==> src/rtl/counter_sweep_ctrl.sv <==
// counter_sweep_ctrl: drives an external up/down counter through a programmed
// number of lo->hi->lo sweeps, with a hold (dwell) at each turnaround.
// The counter follows enable/direction and its new value returns on count_in
// one cycle later, so enable is dropped in the same cycle a limit is seen.
module counter_sweep_ctrl (
    input  logic       clk,
    input  logic       rst,
    input  logic       start,
    input  logic       stop,
    input  logic [6:0] lo_limit,
    input  logic [6:0] hi_limit,
    input  logic [3:0] dwell,
    input  logic [3:0] n_sweeps,
    input  logic [6:0] count_in,
    output logic       enable,
    output logic       direction,
    output logic       busy,
    output logic       done,
    output logic       err,
    output logic [3:0] sweeps_left
);

    typedef enum logic [2:0] {
        S_IDLE,
        S_ALIGN,
        S_UP,
        S_DWELL_HI,
        S_DOWN,
        S_DWELL_LO
    } state_t;

    state_t     state_q, state_d;
    logic [6:0] lo_q, lo_d;
    logic [6:0] hi_q, hi_d;
    logic [3:0] dwell_q, dwell_d;
    logic [3:0] dcnt_q, dcnt_d;
    logic [3:0] sweeps_q, sweeps_d;
    logic       dir_q, dir_d;
    logic       done_q, done_d;
    logic       err_q, err_d;

    // State and program registers; reset clears everything back to IDLE.
    always_ff @(posedge clk) begin
        if (rst) begin
            state_q  <= S_IDLE;
            lo_q     <= '0;
            hi_q     <= '0;
            dwell_q  <= '0;
            dcnt_q   <= '0;
            sweeps_q <= '0;
            dir_q    <= 1'b0;
            done_q   <= 1'b0;
            err_q    <= 1'b0;
        end else begin
            state_q  <= state_d;
            lo_q     <= lo_d;
            hi_q     <= hi_d;
            dwell_q  <= dwell_d;
            dcnt_q   <= dcnt_d;
            sweeps_q <= sweeps_d;
            dir_q    <= dir_d;
            done_q   <= done_d;
            err_q    <= err_d;
        end
    end

    // Next-state and counter-enable logic; stop overrides any limit match.
    always_comb begin
        state_d  = state_q;
        lo_d     = lo_q;
        hi_d     = hi_q;
        dwell_d  = dwell_q;
        dcnt_d   = dcnt_q;
        sweeps_d = sweeps_q;
        dir_d    = dir_q;
        done_d   = 1'b0;
        err_d    = 1'b0;
        enable   = 1'b0;

        case (state_q)
            S_IDLE: begin
                if (start) begin
                    if (lo_limit < hi_limit) begin
                        lo_d     = lo_limit;
                        hi_d     = hi_limit;
                        dwell_d  = dwell;
                        sweeps_d = n_sweeps;
                        dcnt_d   = '0;
                        // Pre-set the direction so the first ALIGN cycle
                        // already moves toward lo.
                        dir_d    = (count_in < lo_limit);
                        state_d  = S_ALIGN;
                    end else begin
                        err_d = 1'b1;
                    end
                end
            end
            S_ALIGN: begin
                if (count_in == lo_q) begin
                    dir_d   = 1'b1;
                    state_d = S_UP;
                end else begin
                    enable = 1'b1;
                    dir_d  = (count_in < lo_q);
                end
            end
            S_UP: begin
                if (count_in == hi_q) begin
                    dcnt_d  = '0;
                    state_d = S_DWELL_HI;
                end else begin
                    enable = 1'b1;
                end
            end
            S_DWELL_HI: begin
                if (dcnt_q == dwell_q) begin
                    dcnt_d  = '0;
                    dir_d   = 1'b0;
                    state_d = S_DOWN;
                end else begin
                    dcnt_d = dcnt_q + 4'd1;
                end
            end
            S_DOWN: begin
                if (count_in == lo_q) begin
                    dcnt_d  = '0;
                    state_d = S_DWELL_LO;
                end else begin
                    enable = 1'b1;
                end
            end
            S_DWELL_LO: begin
                if (dcnt_q == dwell_q) begin
                    dcnt_d   = '0;
                    // A loaded 0 means 16 sweeps: 0 wraps to 15 and carries on.
                    sweeps_d = sweeps_q - 4'd1;
                    if (sweeps_q == 4'd1) begin
                        done_d  = 1'b1;
                        state_d = S_IDLE;
                    end else begin
                        dir_d   = 1'b1;
                        state_d = S_UP;
                    end
                end else begin
                    dcnt_d = dcnt_q + 4'd1;
                end
            end
            default: begin
                state_d = S_IDLE;
            end
        endcase

        if (stop && (state_q != S_IDLE)) begin
            enable   = 1'b0;
            state_d  = S_IDLE;
            sweeps_d = '0;
            dcnt_d   = '0;
            dir_d    = dir_q;
            done_d   = 1'b0;
        end

        // Keep the counter frozen in the very cycle reset is applied.
        if (rst) begin
            enable = 1'b0;
        end
    end

    assign direction   = dir_q;
    assign busy        = (state_q != S_IDLE);
    assign done        = done_q;
    assign err         = err_q;
    assign sweeps_left = sweeps_q;

endmodule

==> config.mk <==
export PLATFORM = sky130hd
export DESIGN_NAME = counter_sweep_ctrl
export DESIGN_NICKNAME = d
export VERILOG_FILES = /design/src/rtl/counter_sweep_ctrl.sv
export SDC_FILE = /design/constraint.sdc
export NUM_CORES = 1
export LEC_CHECK = 0
export ABC_AREA = 0
export CORE_UTILIZATION = 52
export CTS_CLUSTER_SIZE = 30
export DETAILED_ROUTE_END_ITERATION = 16
export GPL_ROUTABILITY_DRIVEN = 1
export GPL_TIMING_DRIVEN = 0
export PLACE_DENSITY = 0.87
export SKIP_LAST_GASP = 1
export SYNTH_ARGS = -nofsm -noshare
export SYNTH_HDL_FRONTEND = slang
export SYNTH_SLANG_ARGS = --single-unit
==> constraint.sdc <==
create_clock -name clk -period 2.7 [get_ports clk]
set_input_delay 0.405 -clock clk [delete_from_list [all_inputs] [get_ports clk]]
set_output_delay 0.405 -clock clk [all_outputs]
set_load 0.01 [all_outputs]
# Word-level counts from Yosys, hierarchy flattened
# Cells that the tools add are included.
word_totals:
  input_bits: 33
  output_inout_bits: 9
  reg_bits: 32
  elab_cells: 85
classes:
  eq_ne: 17
  n_reduce_logical: 16
  n_bitwise: 5
  addsub: 2
  n_mux: 33
  order_cmp: 3
op_table:
  columns: ["operator", "count"]
  rows:
  - ["two-way mux 4 bit", 8]
  - ["< comparator 7 bit", 3]
  - ["two-way mux 3 bit", 7]
  - ["one-hot mux 3 bit (6 select lines)", 1]
  - ["!= test 2 bit, second input constant", 8]
  - ["one-hot mux 4 bit (4 select lines)", 1]
  - ["equality test 7 bit", 2]
  - ["AND reduction 7 bit", 2]
  - ["two-way mux 1 bit", 12]
  - ["one-hot mux 4 bit (2 select lines)", 1]
  - ["nonzero test 4 bit", 2]
  - ["equality test 3 x 2 -> 1 bit, second input constant", 2]
  - ["equality test 3 bit, second input constant", 2]
  - ["OR reduction 2 bit", 3]
  - ["inverter 1 bit", 5]
  - ["AND reduction 5 bit", 1]
  - ["adder 4 x 1 -> 4 bit, second input constant", 1]
  - ["equality test 4 x 1 -> 1 bit, second input constant", 1]
  - ["equality test 4 bit", 1]
  - ["one-hot mux 1 bit (4 select lines)", 1]
  - ["AND reduction 4 bit", 1]
  - ["OR reduction 4 bit", 1]
  - ["subtractor 4 x 1 -> 4 bit, second input constant", 1]
  - ["equality test 3 x 1 -> 1 bit, second input constant", 1]
  - ["8 further kinds", 8]

# Logic depth before layout (Yosys ltp)
# Gate-level depths: netlist of the first run.
depth:
  depth_word: 5
  ltp_mapped: 10
  depth_no_buf: 8

# Least setup slack after synthesis of the first run
# No wires, ideal clock.
synth_path:
  kind: "input port to flip-flop"
  startpoint: "input hi_limit[6]"
  endpoint: "register sweeps_q[3] (netlist: sweeps_left[3])"
  stages: 10
  t_arrival_ns: 1.897
  setup_slack_ns: 0.686
  setup_time_ns: 0.117
  path_buffers: 2
  t_required_ns: 2.583
  cell_sequence: "inv_1 -> ha_1 -> a41oi_2 -> o21ai_1 -> a211oi_2 -> buf_4 -> or2_1 -> buf_4 -> o21ai_1 -> a32o_1"
synth_via:
  elab_chain_cells: 3
synth_rtl:
  columns: ["element", "line_no", "text"]
  rows:
  - ["start, declared", "11", "input logic [6:0] hi_limit,"]
  - ["< comparator 7 bit", "83", "if (lo_limit < hi_limit) begin"]
  - ["!= test 2 bit (no line)", null, null]
  - ["AND reduction 4 bit (no line)", null, null]
  - ["end signal, assigned", "60", "sweeps_q <= sweeps_d;"]
  - ["end, declared", "37", "logic [3:0] sweeps_q, sweeps_d;"]
# Every way passes these cells.
# A chain may end at the register's enable or synchronous reset.

# Worst setup path after layout of the first run
layout_path:
  startpoint: "input count_in[0]"
  endpoint: "output enable"
layout_via:
  elab_chain_cells: 5
  word_cells_on_any_way: 7
  cone_classes: "eq/ne: 2; mux: 5"
layout_rtl:
  columns: ["element", "line_no", "text"]
  rows:
  - ["start, declared", "14", "input logic [6:0] count_in,"]
  - ["equality test 7 bit (on tied branches)", "99, 125, 108", null]
  - ["two-way mux 1 bit (on tied branches)", "99, 125, 108", null]
  - ["one-hot mux 1 bit (2 select lines) *", "80", "case (state_q)"]
  - ["two-way mux 1 bit *", "153", "if (stop && (state_q != S_IDLE)) begin"]
  - ["two-way mux 1 bit *", "163", "if (rst) begin"]
  - ["end, declared", "15", "output logic enable,"]
# Mark *: on every way between the ends. The rest lies on a longest branch, timed or not.

==> results of run 1 <==
## path summary, 6_finish.rpt
kind                from         end  slack, ns  cells after the start
max reg2reg      lo_q[5]  state_q[0]       0.71                      8
max          count_in[0]      enable       0.11                      8
min              lo_q[0]     lo_q[0]       0.50                      2
min reg2reg      lo_q[0]     lo_q[0]       0.50                      2
## per-layer routing
metal	routed length, µm	global-route usage [%]	part of all wire (%)	up-vias
met5	0	0	0	-
met4	119	10.6	2.4	0
met3	280	6.03	5.7	12
met2	2250	40.7	46	60
met1	2270	31.4	46	932
li1	-	-	-	989
## placed cells by master (no fill, tap or decap), types with 4 or more instances in the layout
cell / synthesis / final
xnor2_1: 10 / 10
nor3_1: 6 / 6
inv_1: 25 / 25
buf_4: 5 / 5
nand3_1: 6 / 6
clkbuf_8: 1 / 7
dlygate4sd2_1: 0 / 4
dfxtp_1: 32 / 32
nor2_1: 35 / 35
a21oi_1: 23 / 22
o21ai_1: 5 / 5
clkbuf_1: 2 / 4
ha_1: 22 / 22
nand2_1: 8 / 8
clkdlybuf4s50_1: 0 / 36
o21ai_0: 7 / 7
mux2i_1: 12 / 12
## sequential cells by signal, indices dropped and copies added, names as in the netlist
signal,flops
hi_q,7
direction,1
lo_q,7
sweeps_left,4
err,1
state_q,3
dwell_q,4
dcnt_q,4
done,1
## cells by family after synthesis
family	share of synthesized area, %
compound gates	18.8
xor+xnor	6.01
fa+ha+maj	12.8
buf+inv	8.40
flops	29.9
mux	5.60
simple gates	18.5
## metrics by stage
stage	instances	cell area, µm²	setup slack, ns
5_1_grt	351	2710	0.00476
3_5_place_dp	343	2620	-0.389
3_3_place_gp	343	2620	-0.400
2_1_floorplan	254	2150	0.686
6_report	351	2710	0.106
4_1_cts	351	2710	0.00303
## worst max-delay path, cell delays in order
cell,delay (ns)
clkdlybuf4s50_1,0.49
inv_1,0.07
ha_1,0.29
nand3_1,0.08
nor2_1,0.07
or3_4,0.39
a21oi_2,0.16
clkdlybuf4s15_2,0.23
## cell type report
class	count	share of cell area, %
multi-input cells	186	49.2
flip-flops and latches	32	23.6
repair buffers	41	15.0
inverters	25	3.46
clock buffers	8	3.32
plain buffers	11	3.19
well taps	48	2.22
## repair_timing
item / 4_1_cts / 5_1_grt
cloned: 0 / 0
hold buffers: 0 / 0
pin swaps: 2 / 1
resized for setup: 8 / 1
setup endpoints to repair: 1 / 1
setup buffers: 0 / 0
## power by group
| group | switching [mW] | leakage (nW) | total, mW | internal (mW) |
|---|---|---|---|---|
| combinational | 0.485 | 0.816 | 0.929 | 0.444 |
| sequential | 0.0609 | 0.261 | 0.609 | 0.548 |
| clock | 0.173 | 0.0455 | 0.381 | 0.208 |
==> flow_summary_export.csv, run 1 <==
group,metric,value,unit
synth,async_reset_ff_share,0,%
final_layout,fin_nets,357,
worst_setup_path,end_kind,"output port",
die,core_area,3800,µm²
clocking,clock_path_buffers,2,
sta,rsz0062_at_grt,"no",
grt,grt.total_usage,25.1,%
clocking,cts_tree,"built",
grt,grt_pass1_vias,1849,
sta,worst_pin_slew,0.516,ns
synth,syn_nets,309,
route,wl_per_cell,14.0,µm
worst_setup_path,crit_type,"in -> out",
worst_setup_path,cp.arrival,2.19,ns
final_layout,fillCellCount,316,
power,power,1.92,mW
power,ir_drop,0.409,mV
sta,post-route-period-util,96.1,%
grt,grt-ovfl-total,0,
power,total_leakage_power,1.12,nW
sta,fin_crit,2.59,ns
clocking,cts_max_level,2,
hold_path,worstHoldPathType,"reg -> reg",
place,port_buffers,41,
worst_setup_path,critical_path.startpoint_type,"input port",
synth,synth_area_per_cell,8.45,µm²
final_layout,area_delta_synth_final,26.3,%
final_layout,final_util,71.3,%
clocking,clock_latency,0.29,ns
clocking,cts_made_buffers,5,
grt,grt_max_degree,11,
sta,finalClockSkew,0.00760,ns
die,rows,22,
final_layout,regArea,641,µm²
sta,fin_setup_tns,0,ns
die,die-height,66.2,µm
sta,max_freq,0.386,GHz
route,avgViaCountPerCell,5.68,
synth,syn_area,2150,µm²
die,dieArea,4390,µm²
clocking,cts_root_buf,"clkbuf_8",
grt,antenna_found_initial,0,
clocking,cts_sinks,32,
route,vias,1993,
outcome,status,"completed",
worst_setup_path,critPathRequiredTime,2.30,ns
grt,grt_pass1_wl,8.29,mm
place,finalWeightedCongestion,0.829,
route,dr.first_iter.drc_count,75,
synth,ys_top_cells_by_count,"35 x nor2_1, 32 x dfxtp_1, 25 x inv_1",
die,ioPinCount,42,
sta,slew_headroom,65.6,%
sta,fin_hold_ws,0.505,ns
synth,synth_area_leaders,"dfxtp_1 30%, ha_1 13%, nor2_1 6.1%",
clocking,clk_pin_slew,0.06,ns
synth,yosysWarnings,0,
synth,synth_edf_count,0,
sta,hold_violations,0,
place,dp_hpwl,3.70,mm
route,drtPass1Iterations,5,
synth,synth_seq_cells,32,
flow_run,max_cap_viol_count,0,
final_layout,drive_gt1_share,10.9,%
route,wl,4.92,mm
worst_setup_path,crit_fanout,3,
die,start_util,56.5,%
final_layout,diodes,0,
final_layout,multiInputGateArea,1330,µm²
synth,synthCells,254,
die,die_x,66.2,µm
synth,synth-seq-area-share,29.9,%
sta,setup_violations,0,
synth,synth_top_area_cell,"dfxtp_1",
route,drc_errors,0,
synth,synth_flop_cell,"dfxtp_1",
synth,synth_top_area_share,29.9,%
synth,synth_cell_types,55,
synth,synth.most_common_cell,"nor2_1",
route,drtAntennaViolNets,0,
sta,slew_viol_final,0,
power,cellPowerDensity,708,nW/µm²
Note: power is estimated with default switching activity, not from simulation.
==> run 2: changes to the inputs <==
--- a/config.mk
+++ b/config.mk
@@ -6,12 +6,13 @@
 export NUM_CORES = 1
 export LEC_CHECK = 0
 export ABC_AREA = 0
-export CORE_UTILIZATION = 52
-export CTS_CLUSTER_SIZE = 30
+export CORE_UTILIZATION = 63
 export DETAILED_ROUTE_END_ITERATION = 16
+export DONT_BUFFER_PORTS = 1
 export GPL_ROUTABILITY_DRIVEN = 1
 export GPL_TIMING_DRIVEN = 0
-export PLACE_DENSITY = 0.87
+export HOLD_SLACK_MARGIN = 0.03
+export PLACE_DENSITY = 0.86
 export SKIP_LAST_GASP = 1
 export SYNTH_ARGS = -nofsm -noshare
 export SYNTH_HDL_FRONTEND = slang
==> flow_summary_export.csv, run 2 (synthesis gave the netlist of run 1 again) <==
group,metric,value,unit
hold_path,worstHoldPathCells,2,
worst_setup_path,critPathLaunch,"lo_q[3]",
clocking,ctsHoldBuffers,0,
worst_setup_path,crit_chain,"inv_1, ha_1, nand4_1, nor2_1, or3_2, a21oi_1",
clocking,clock_latency,0.36,ns
route,drtPass1Iterations,5,
place,dp_hpwl,3.74,mm
grt,grt_max_degree,11,
clocking,cts_resized,0,
final_layout,drive_gt1_share,12.6,%
worst_setup_path,cpLargestDelayFamily,"simple AND/OR/NAND/NOR gates",
worst_setup_path,reg2regPathDepth,8,
place,port_buffers,0,
power,ir_drop,0.549,mV
sta,max_freq,0.409,GHz
clocking,cts_made_buffers,5,
worst_setup_path,critical_path.startpoint_type,"flop",
flow_run,max_cap_viol_count,0,
final_layout,final_cell_area,2300,µm²
place,finalWeightedCongestion,0.919,
clocking,cts_max_level,2,
sta,hold_violations,0,
die,core_area,3150,µm²
worst_setup_path,crit_slowest_cell,"or3_2",
hold_path,hold_path_end,"sweeps_left[0]",
clocking,cts_root_buf,"clkbuf_4",
power,cellPowerDensity,797,nW/µm²
final_layout,area_delta_synth_final,7.00,%
clocking,cts_setup_buffers,0,
sta,worst_pin_slew,0.505,ns
sta,slew_viol_final,0,
sta,slew_headroom,66.3,%
grt,grt_pass1_vias,1824,
grt,grt_pass1_wl,8.16,mm
worst_setup_path,crit_type,"reg -> out",
final_layout,mostFrequentLayoutCells,"35 x nor2_1, 32 x dfxtp_1, 25 x inv_1, 23 x a21oi_1, 22 x ha_1",
route,drc_errors,0,
hold_path,min_from,"n_sweeps[0]",
power,total_leakage_power,0.964,nW
outcome,status,"completed",
clocking,clk_pin_slew,0.12,ns
die,start_util,68.1,%
place,place_area,2200,µm²
grt,grt-ovfl-total,0,
route,wl_per_cell,15.9,µm
sta,finalClockSkew,0.0235,ns
route,drtAntennaViolNets,0,
route,wl,4.88,mm
sta,setup_ws,0.257,ns
worst_setup_path,worst_r2r_startpoint,"lo_q[3]",
route,avgViaCountPerCell,6.03,
worst_setup_path,critPathMaxStageDelay,0.48,ns
sta,post-route-period-util,90.5,%
sta,setup_violations,0,
clocking,cts_sinks,32,
grt,grt.total_usage,30.5,%
die,dieArea,3640,µm²
die,die-height,60.4,µm
final_layout,diodes,0,
clocking,clock_path_buffers,2,
place,place_ws,0.534,ns
sta,fin_crit,2.44,ns
worst_setup_path,cp.arrival,2.04,ns
die,die_x,60.4,µm
die,ioPinCount,42,
route,dr.first_iter.drc_count,170,
sta,rsz0062_at_grt,"no",
clocking,cts_tree,"built",
worst_setup_path,reg2reg_slack,0.64,ns
worst_setup_path,rr_endpoint,"state_q[0]",
final_layout,multiInputGateArea,1330,µm²
hold_path,worstHoldPathType,"in -> reg",
sta,fin_setup_tns,0,ns
final_layout,fin_nets,316,
final_layout,regArea,641,µm²
power,power,1.83,mW
worst_setup_path,path_buf_inv,1,
route,vias,1846,
final_layout,layout_commonest_cell,"nor2_1",
worst_setup_path,crit_fanout,3,
worst_setup_path,critPathRequiredTime,2.30,ns
worst_setup_path,end_kind,"output port",
grt,antenna_found_initial,0,
die,rows,20,
final_layout,top_regs,"hi_q: 7 flops, lo_q: 7 flops",
final_layout,fillCellCount,284,
## run 2: cell type report
cell class                      instances  area share [%]
Buffer                                 11            3.76
Inverter                               25            4.09
Clock buffer                            7            2.83
Sequential cell                        32            27.9
Multi-Input combinational cell        186            57.7
Tap cell                               44            2.40
Clock inverter                          1            1.31
## run 2: layer usage
metal	track usage [%]	up-vias	part of all wire, %
met1	38.4	855	44
met3	8.32	15	7.5
met2	49.0	75	46
met4	13.3	0	2.6
met5	0	-	0
li1	-	901	-
## run 2: worst max path at each step
stage / to / depth (start not counted) / slack, ns
floorplan: sweeps_left[3] / 10 / 0.69
global placement: enable / 5 / 0.58
detailed placement: sweeps_left[3] / 10 / 0.53
CTS: enable / 6 / 0.27
global route: enable / 6 / 0.20
finish: enable / 6 / 0.26
## run 2: per-stage QoR
stage / hold slack, ns / utilization (%) / std cells
floorplan: 0.465 / - / 254
global placement: 0.481 / 69.8 / 298
detailed placement: 0.502 / 69.8 / 298
CTS: 0.174 / 72.8 / 306
global route: 0.202 / 72.8 / 306
finish: 0.179 / 72.8 / 306
## run 2: power by group
| part | internal (mW) | switching (mW) | total [mW] |
|---|---|---|---|
| sequential | 0.547 | 0.0750 | 0.622 |
| clock | 0.246 | 0.178 | 0.423 |
| combinational | 0.340 | 0.445 | 0.785 |
==> run 3: changes to the inputs <==
--- a/config.mk
+++ b/config.mk
@@ -13,6 +13,7 @@
 export GPL_TIMING_DRIVEN = 0
 export HOLD_SLACK_MARGIN = 0.03
 export PLACE_DENSITY = 0.86
+export REMOVE_ABC_BUFFERS = 1
 export SKIP_LAST_GASP = 1
 export SYNTH_ARGS = -nofsm -noshare
 export SYNTH_HDL_FRONTEND = slang
==> flow_summary_export.csv, run 3 (synthesis gave the netlist of run 1 again) <==
group,metric,value,unit
route,drc_errors,0,
final_layout,diodes,0,
final_layout,fin_nets,306,
worst_setup_path,cpLargestDelayFamily,"compound AO/OA/AOI/OAI gates",
grt,antenna_found_initial,0,
worst_setup_path,path_buf_inv,0,
sta,max_freq,0.400,GHz
worst_setup_path,critPathMaxStageDelay,0.56,ns
route,dr.first_iter.drc_count,111,
worst_setup_path,critPathRequiredTime,2.30,ns
place,port_buffers,0,
place,dp_cells,288,
outcome,status,"completed",
final_layout,layout_commonest_cell,"nor2_1",
clocking,clock_latency,0.35,ns
die,dieArea,3640,µm²
die,die-height,60.4,µm
route,vias,1754,
grt,grt_max_degree,23,
final_layout,fillCellCount,273,
clocking,clk_pin_slew,0.11,ns
worst_setup_path,crit_slowest_cell,"or3_1",
sta,hold_violations,0,
final_layout,mostFrequentLayoutCells,"35 x nor2_1, 32 x dfxtp_1, 25 x inv_1, 23 x a21oi_1, 22 x ha_1",
die,die_x,60.4,µm
grt,grt_pass1_vias,1554,
sta,slew_viol_final,0,
worst_setup_path,crit_fanout,14,
clocking,cts_max_level,2,
worst_setup_path,rr_endpoint,"sweeps_left[2]",
hold_path,worstHoldPathCells,1,
clocking,cts_resized,0,
final_layout,fin_cells,295,
grt,grt-ovfl-total,0,
clocking,cts_made_buffers,5,
route,wl_per_cell,14.5,µm
grt,grt.total_usage,25.4,%
sta,finalClockSkew,0.0161,ns
power,total_leakage_power,0.900,nW
sta,rsz0062_at_grt,"no",
grt,grt_pass1_wl,6.85,mm
power,cellPowerDensity,728,nW/µm²
route,drtPass1Iterations,4,
sta,fin_hold_ws,0.111,ns
route,wl,4.29,mm
flow_run,max_cap_viol_count,0,
clocking,cts_setup_buffers,0,
clocking,clock_path_buffers,2,
worst_setup_path,crit_type,"reg -> out",
sta,worst_pin_slew,0.689,ns
power,ir_drop,0.357,mV
hold_path,min_from,"rst",
hold_path,worstHoldPathType,"in -> reg",
worst_setup_path,worst_r2r_startpoint,"state_q[2]",
clocking,cts_tree,"built",
worst_setup_path,cp.arrival,2.09,ns
sta,setup_violations,0,
final_layout,area_delta_synth_final,2.51,%
die,start_util,68.1,%
route,drtAntennaViolNets,0,
clocking,cts_root_buf,"clkbuf_4",
die,ioPinCount,42,
clocking,ctsHoldBuffers,0,
place,finalWeightedCongestion,0.815,
worst_setup_path,crit_chain,"or3_1, a21o_1, a21oi_1",
route,avgViaCountPerCell,5.95,
die,core_area,3150,µm²
worst_setup_path,end_kind,"output port",
sta,fin_crit,2.50,ns
sta,post-route-period-util,92.5,%
worst_setup_path,critical_path.startpoint_type,"flop",
place,dp_hpwl,3.20,mm
worst_setup_path,reg2regPathDepth,6,
die,rows,20,
final_layout,drive_gt1_share,9.56,%
sta,slew_headroom,53.9,%
worst_setup_path,reg2reg_slack,0.47,ns
power,power,1.60,mW
hold_path,hold_path_end,"hi_q[0]",
final_layout,final_util,69.8,%
clocking,cts_sinks,32,
final_layout,top_regs,"hi_q: 7 flops, lo_q: 7 flops",
## run 3: cell count changes in the layout (fill, tap and decap cells not counted), sizes merged
cell / change
clkbuf: -5
clkinvlp: +1
bufinv: -1
clkinv: +1
buf: -7
## run 3: metal layers
metal | track usage [%] | vias to the layer above | wire [µm]
met2 | 40.7 | 47 | 1960
met3 | 8.10 | 8 | 322
li1 | - | 884 | -
met1 | 31.4 | 815 | 1950
met5 | 0 | - | 0
met4 | 10.6 | 0 | 56
## run 3: worst reg2reg max path: cells and delay by family, from the launching register on
family / cells / cell delay [ns]
compound gates: 3 / 0.93
simple gates: 3 / 0.70
flops: 1 / 0.49
## run 3: how the worst max path moves through the flow
stage / cells past startpoint / endpoint / slack, ns / startpoint
final: 3 / enable / 0.20 / state_q[2]
after global routing: 3 / enable / 0.08 / state_q[2]
after CTS: 3 / enable / 0.20 / state_q[2]
after detailed placement: 8 / sweeps_left[3] / 0.23 / hi_limit[2]
after global placement: 8 / sweeps_left[3] / -0.82 / hi_limit[6]
after floorplan: 8 / sweeps_left[2] / -0.31 / hi_limit[6]
## run 3: final cells by class
type	count	area [µm²]	area share, %
Sequential cell	32	641	29.1
Clock buffer	5	37.5	1.71
Clock inverter	2	12.5	0.569
Multi-Input combinational cell	186	1330	60.6
Timing Repair Buffer	1	27.5	1.25
Tap cell	44	55.1	2.50
Inverter	25	93.8	4.27
## run 3: power by group
group          internal [mW]  total (mW)  switching [mW]
combinational          0.298       0.685           0.387
sequential             0.547       0.648           0.101
clock                 0.0947       0.269           0.174
## run 3: metrics by stage
step	TNS [ns]	area [µm²]	setup slack, ns
global route	0	2200	0.0761
finish	0	2200	0.202
detailed placement	0	2150	0.227
floorplan	-0.908	2060	-0.306
global placement	-10.91	2110	-0.822
CTS	0	2200	0.201
